## src/rtl/vga_pkg.sv

```systemverilog
// VGA 640x480@60 timing defaults, derived line/frame positions and the
// phase type shared by the horizontal and vertical sequencers.
package vga_pkg;

  localparam int unsigned CNT_W       = 10;
  localparam int unsigned DEF_CLK_DIV = 4;

  localparam int unsigned DEF_H_ACTIVE = 640;
  localparam int unsigned DEF_H_FP     = 16;
  localparam int unsigned DEF_H_SYNC   = 96;
  localparam int unsigned DEF_H_BP     = 48;
  localparam int unsigned DEF_V_ACTIVE = 480;
  localparam int unsigned DEF_V_FP     = 10;
  localparam int unsigned DEF_V_SYNC   = 2;
  localparam int unsigned DEF_V_BP     = 33;

  localparam int unsigned DEF_H_TOTAL = DEF_H_ACTIVE + DEF_H_FP + DEF_H_SYNC + DEF_H_BP;
  localparam int unsigned DEF_V_TOTAL = DEF_V_ACTIVE + DEF_V_FP + DEF_V_SYNC + DEF_V_BP;

  // Sync windows as [start, end) positions
  localparam int unsigned DEF_H_SYNC_START = DEF_H_ACTIVE + DEF_H_FP;
  localparam int unsigned DEF_H_SYNC_END   = DEF_H_SYNC_START + DEF_H_SYNC;
  localparam int unsigned DEF_V_SYNC_START = DEF_V_ACTIVE + DEF_V_FP;
  localparam int unsigned DEF_V_SYNC_END   = DEF_V_SYNC_START + DEF_V_SYNC;

  typedef enum logic [1:0] {
    ACTIVE = 2'd0,
    FP     = 2'd1,
    SYNC   = 2'd2,
    BP     = 2'd3
  } phase_t;

  // Counter value of the last position before boundary 'pos'
  function automatic logic [CNT_W-1:0] cnt_last(input int unsigned pos);
    return CNT_W'(pos - 1);
  endfunction

endpackage

```

## src/rtl/vga_pix_div.sv

```systemverilog
// Pixel-rate divider: free-running 0..CLK_DIV-1 counter with a one-clk
// pix_tick while the counter sits on its last value.
module vga_pix_div #(
  parameter int unsigned CLK_DIV = 4
) (
  input  logic clk,
  input  logic rst,
  output logic pix_tick
);

  localparam int unsigned     DIV_W    = (CLK_DIV > 1) ? $clog2(CLK_DIV) : 1;
  localparam logic [DIV_W-1:0] DIV_LAST = DIV_W'(CLK_DIV - 1);

  logic [DIV_W-1:0] div;

  always_ff @(posedge clk or posedge rst) begin
    if (rst) begin
      div <= '0;
    end else if (div == DIV_LAST) begin
      div <= '0;
    end else begin
      div <= div + DIV_W'(1);
    end
  end

  // Gated by rst so the strobe is quiet during reset even when CLK_DIV = 1
  assign pix_tick = (div == DIV_LAST) && !rst;

endmodule

```

## src/rtl/vga_sync_ctrl.sv

```systemverilog
// VGA timing generator: pixel/line counters, horizontal and vertical phase
// sequencers, and a pixel-delayed sync/colour output stage.
module vga_sync_ctrl
  import vga_pkg::*;
#(
  parameter int unsigned H_ACTIVE = DEF_H_ACTIVE,
  parameter int unsigned H_FP     = DEF_H_FP,
  parameter int unsigned H_SYNC   = DEF_H_SYNC,
  parameter int unsigned H_BP     = DEF_H_BP,
  parameter int unsigned V_ACTIVE = DEF_V_ACTIVE,
  parameter int unsigned V_FP     = DEF_V_FP,
  parameter int unsigned V_SYNC   = DEF_V_SYNC,
  parameter int unsigned V_BP     = DEF_V_BP,
  parameter int unsigned CLK_DIV  = DEF_CLK_DIV,
  parameter bit          SYNC_POL = 1'b0
) (
  input  logic             clk,
  input  logic             rst,
  input  logic [3:0]       pix_r,
  input  logic [3:0]       pix_g,
  input  logic [3:0]       pix_b,
  output logic [CNT_W-1:0] hcount,
  output logic [CNT_W-1:0] vcount,
  output logic             pix_tick,
  output logic             video_on,
  output logic             frame_start,
  output logic             Hsync,
  output logic             Vsync,
  output logic [3:0]       Red,
  output logic [3:0]       Green,
  output logic [3:0]       Blue
);

  localparam int unsigned H_TOTAL = H_ACTIVE + H_FP + H_SYNC + H_BP;
  localparam int unsigned V_TOTAL = V_ACTIVE + V_FP + V_SYNC + V_BP;

  // Last count value inside each phase; the phase changes on the following tick
  localparam logic [CNT_W-1:0] H_ACT_LAST  = cnt_last(H_ACTIVE);
  localparam logic [CNT_W-1:0] H_FP_LAST   = cnt_last(H_ACTIVE + H_FP);
  localparam logic [CNT_W-1:0] H_SYNC_LAST = cnt_last(H_ACTIVE + H_FP + H_SYNC);
  localparam logic [CNT_W-1:0] H_LAST      = cnt_last(H_TOTAL);
  localparam logic [CNT_W-1:0] V_ACT_LAST  = cnt_last(V_ACTIVE);
  localparam logic [CNT_W-1:0] V_FP_LAST   = cnt_last(V_ACTIVE + V_FP);
  localparam logic [CNT_W-1:0] V_SYNC_LAST = cnt_last(V_ACTIVE + V_FP + V_SYNC);
  localparam logic [CNT_W-1:0] V_LAST      = cnt_last(V_TOTAL);

  phase_t hstate, hstate_nxt;
  phase_t vstate, vstate_nxt;
  logic   line_end;
  logic   hsync_c;
  logic   vsync_c;

  vga_pix_div #(
    .CLK_DIV (CLK_DIV)
  ) u_pix_div (
    .clk      (clk),
    .rst      (rst),
    .pix_tick (pix_tick)
  );

  assign line_end = (hcount == H_LAST);

  // Pixel and line counters
  always_ff @(posedge clk or posedge rst) begin
    if (rst) begin
      hcount <= '0;
      vcount <= '0;
    end else if (pix_tick) begin
      if (line_end) begin
        hcount <= '0;
        vcount <= (vcount == V_LAST) ? '0 : vcount + CNT_W'(1);
      end else begin
        hcount <= hcount + CNT_W'(1);
      end
    end
  end

  // Phase state registers
  always_ff @(posedge clk or posedge rst) begin
    if (rst) begin
      hstate <= ACTIVE;
      vstate <= ACTIVE;
    end else begin
      hstate <= hstate_nxt;
      vstate <= vstate_nxt;
    end
  end

  // Phase transitions track the counter value being left on this tick
  always_comb begin
    hstate_nxt = hstate;
    vstate_nxt = vstate;
    if (pix_tick) begin
      unique case (hstate)
        ACTIVE: if (hcount == H_ACT_LAST)  hstate_nxt = FP;
        FP:     if (hcount == H_FP_LAST)   hstate_nxt = SYNC;
        SYNC:   if (hcount == H_SYNC_LAST) hstate_nxt = BP;
        BP:     if (line_end)              hstate_nxt = ACTIVE;
      endcase
      if (line_end) begin
        unique case (vstate)
          ACTIVE: if (vcount == V_ACT_LAST)  vstate_nxt = FP;
          FP:     if (vcount == V_FP_LAST)   vstate_nxt = SYNC;
          SYNC:   if (vcount == V_SYNC_LAST) vstate_nxt = BP;
          BP:     if (vcount == V_LAST)      vstate_nxt = ACTIVE;
        endcase
      end
    end
  end

  // Phase decode
  always_comb begin
    video_on = 1'b0;
    hsync_c  = ~SYNC_POL;
    vsync_c  = ~SYNC_POL;
    if ((hstate == ACTIVE) && (vstate == ACTIVE)) video_on = 1'b1;
    if (hstate == SYNC) hsync_c = SYNC_POL;
    if (vstate == SYNC) vsync_c = SYNC_POL;
  end

  assign frame_start = pix_tick && (hcount == '0) && (vcount == '0);

  // Output stage: one pixel behind the counters, sync and colour aligned
  always_ff @(posedge clk or posedge rst) begin
    if (rst) begin
      Hsync <= ~SYNC_POL;
      Vsync <= ~SYNC_POL;
      Red   <= '0;
      Green <= '0;
      Blue  <= '0;
    end else if (pix_tick) begin
      Hsync <= hsync_c;
      Vsync <= vsync_c;
      Red   <= video_on ? pix_r : 4'h0;
      Green <= video_on ? pix_g : 4'h0;
      Blue  <= video_on ? pix_b : 4'h0;
    end
  end

endmodule

```

## config.mk

```make
export PLATFORM = sky130hd
export DESIGN_NAME = vga_sync_ctrl
export DESIGN_NICKNAME = d
export VERILOG_FILES = /design/src/rtl/vga_pkg.sv /design/src/rtl/vga_pix_div.sv /design/src/rtl/vga_sync_ctrl.sv
export SDC_FILE = /design/constraint.sdc
export NUM_CORES = 1
export LEC_CHECK = 0
export BUFFER_PORTS_ARGS = -buffer_cell sky130_fd_sc_hd__buf_4
export CORE_ASPECT_RATIO = 1.4
export CORE_MARGIN = 8
export CORE_UTILIZATION = 45
export DETAILED_ROUTE_END_ITERATION = 10
export HOLD_SLACK_MARGIN = 0.05
export PLACE_DENSITY = 0.74
export SLEW_MARGIN = 25
export SYNTH_ARGS = -nofsm -noshare
export SYNTH_HDL_FRONTEND = slang
export SYNTH_HIERARCHICAL = 1
export SYNTH_SLANG_ARGS = --single-unit
```

## constraint.sdc

```tcl
create_clock -name clk -period 2.99 [get_ports clk]
set_input_delay 0.1495 -clock clk [delete_from_list [all_inputs] [get_ports clk]]
set_output_delay 0.1495 -clock clk [all_outputs]
set_load 0.05 [all_outputs]
```

==> impl_metrics.py <==
metrics = {
    "status": {
        "status": "finished, final reports clean",
    },
    "clocking": {
        "clk_pin_slew_ns": 0.08,
        "cts_num_sinks": 40,
        "clkLatencyLatePin_ns": 0.29,
        "cts.path.max_buffers": 2,
        "cts_root_buffer": "clkbuf_8",
        "cts_buffers": 5,
        "postCtsResizedCells": 0,
        "cts_htree_levels": 2,
        "ctsHoldBuffers": 1,
        "post_cts_buffers": 0,
        "cts_tree": "done",
    },
    "die": {
        "die_h_um": 97.1,
        "die_x_um": 73.9,
        "initial_utilization_pct": 46.6,
        "pin_count": 51,
        "fp.coreArea_um2": 4540,
        "num_rows": 29,
        "dieArea_um2": 7180,
    },
    "timing": {
        "fin_crit_sh_pct": 84.4,
        "slew_violations": 0,
        "fin_crit_ns": 2.52,
        "worstMarginPinSlew_ns": 0.463,
        "setup_tns_ns": 0,
        "setup_slack_ns": 0.466,
        "rsz0062_at_grt": "no",
        "fmax_mhz": 396,
        "finClkSkew_ns": 0.00577,
        "finalSetupViolCount": 0,
        "hold_violations": 0,
        "relSlewSlack_pct": 68.7,
    },
    "placed_design": {
        "detailed_place_hpwl_mm": 3.59,
        "port_buffers": 50,
        "gp_congestion": 0.833,
        "dp_slack_ns": 0.523,
    },
    "min_path": {
        "worst_hold_path_type": "input port to flop",
    },
    "final_layout": {
        "postLayoutCoreUtil_pct": 59.0,
        "area_growth_pct": 26.6,
        "final_nets": 296,
        "n_antenna_cell": 0,
        "layout-drive-gt1-share_pct": 26.8,
    },
    "global_route": {
        "grt_first_pass_wirelength_mm": 8.01,
        "overflow": 0,
        "grt_antenna_before_repair": 0,
        "grt_pass1_vias": 1813,
        "grt_max_degree": 39,
        "grtUsageTotal_pct": 13.8,
    },
    "detailed_routing": {
        "dr.pass1.iters": 4,
        "drcViolationCount": 0,
        "drt-initial-drc-count": 99,
        "drtAntennaViolNets": 0,
        "wl_mm": 4.74,
        "vias": 1732,
        "via_per_inst": 5.23,
        "wl_per_cell_um": 14.3,
    },
    "worst_setup_path": {
        "crit_type": "flop to output port",
        "critPathLaunchType": "flop",
        "cp.arrival_ns": 2.37,
        "critPathMaxFanout": 38,
        "cp-end-kind": "output port",
        "crit_required_ns": 2.84,
    },
    "power": {
        "vdd_ir_drop_max_mv": 0.321,
        "p_per_area_nw_per_um2": 507,
        "total_power_mw": 1.36,
        "power.static_leakage_nw": 1.26,
    },
    "job": {
        "maxCapViolCount": 0,
    },
    "logic_synthesis": {
        "syn-num-nets": 243,
        "ys_async_sr_fraction_pct": 100,
        "syn_area_um2": 2110,
        "synth_cells": 215,
        "ys_types": 45,
        "syn_avg_cell_area_um2": 9.83,
        "synth-main-ff-cell": "dfrtp_1",
        "ys_warn_count": 6,
        "synth_edf_count": 0,
        "ys_seq_elements": 40,
        "synth_seq_area_share_pct": 47.5,
    },
}
[layer usage]
metal / routed length [um] / up-vias / track usage [%]
met2: 2490 / 46 / 23.1
met1: 1850 / 831 / 14.8
met5: 0 / - / 0
met4: 75 / 0 / 6.18
li1: - / 847 / -
met3: 320 / 8 / 4.65
[registers in the layout, indices dropped and copies added, names as in the netlist]
name,flops
u_pix_div/div,2
vstate,2
Vsync,1
Blue,4
hcount,10
vcount,10
hstate,2
Green,4
Hsync,1
Red,4
[placed cells by master (no fill, tap or decap), types with 2 or more instances in the layout]
| master | n |
|---|---|
| o21ai_0 | 6 |
| nor2_1 | 12 |
| buf_4 | 53 |
| a21oi_1 | 4 |
| nand4_1 | 6 |
| inv_1 | 26 |
| and3_1 | 2 |
| nand2_1 | 27 |
| and4_1 | 2 |
| dfrtp_1 | 38 |
| nor3_1 | 3 |
| o31ai_1 | 2 |
| clkbuf_8 | 5 |
| dfstp_2 | 2 |
| nand4b_1 | 2 |
| xnor2_1 | 5 |
| mux2_2 | 2 |
| ha_1 | 14 |
| nor4_1 | 2 |
| xor2_1 | 7 |
| o22ai_1 | 13 |
| nand2b_1 | 3 |
| o32a_1 | 2 |
| nand3_1 | 4 |
| a31oi_1 | 2 |
| or4b_2 | 2 |
[stage by stage]
stage	instances	hold slack [ns]	area, um2
after detailed placement	322	0.0420	2550
final	331	0.113	2680
after floorplan	215	-0.109	2110
after global placement	322	0.0378	2550
after global routing	331	0.101	2680
after CTS	331	0.101	2680
[kinds of logic (layout without fill, tap and decap cells)]
kind of cell	count (synthesis)	after routing	synth area share, %
compound gates	36	36	11.7
xor+xnor	12	12	4.97
fa+ha+maj	14	14	8.29
buf+inv	34	88	6.22
flops	40	40	47.5
mux	3	3	1.60
simple gates	76	76	19.7
[critical path, cell delays in order, from the launching register on]
cell	delay [ns]
dfrtp_1	0.36
ha_1	0.17
nor2b_4	0.16
buf_4	0.33
or4b_2	0.62
nor3_1	0.20
buf_4	0.24
[synthesized netlist by cell type (4+ instances only)]
library cell	n	area, um2
nand2_1	27	101
xor2_1	7	61.3
nor2_1	12	45.0
inv_1	26	97.6
nand4_1	6	37.5
ha_1	14	175
o22ai_1	13	81.3
a21oi_1	4	20.0
xnor2_1	5	43.8
o21ai_0	6	30.0
nand3_1	4	20.0
dfrtp_1	38	951
clkbuf_1	5	18.8
[path summary, 6_finish.rpt]
| kind | startpoint | end | slack, ns | cells past startpoint |
|---|---|---|---|---|
| setup / recovery | u_pix_div/div[0]$_DFF_PP0_ | frame_start | 0.47 | 6 |
| setup reg to reg | hcount[0]$_DFFE_PP0P_ | vstate[1]$_DFFE_PP0P_ | 0.50 | 6 |
| hold reg to reg | u_pix_div/div[0]$_DFF_PP0_ | u_pix_div/div[0]$_DFF_PP0_ | 0.44 | 1 |
| hold / removal | pix_g[2] | Green[2]$_DFFE_PP0P_ | 0.11 | 3 |
| max in group asynchronous | rst | Vsync$_DFFE_PP1P_ | 2.08 | 4 |
| min in group asynchronous | rst | u_pix_div/div[0]$_DFF_PP0_ | 0.29 | 3 |
[power breakdown]
| group | switching, mW | internal (mW) |
|---|---|---|
| Clock | 0.191 | 0.247 |
| Combinational | 0.194 | 0.0928 |
| Sequential | 0.0537 | 0.577 |
| Total | 0.439 | 0.917 |
[layout make-up]
class                      count  area [um2]
fill                         418        1860
sequential                    40        1000
multi-input combinational    141         978
timing repair buffer          54         408
inverter                      26        97.6
tap                           62        77.6
clock buffer                   5        68.8
clock inverter                 3        42.5
(Power assumes the default switching activity.)
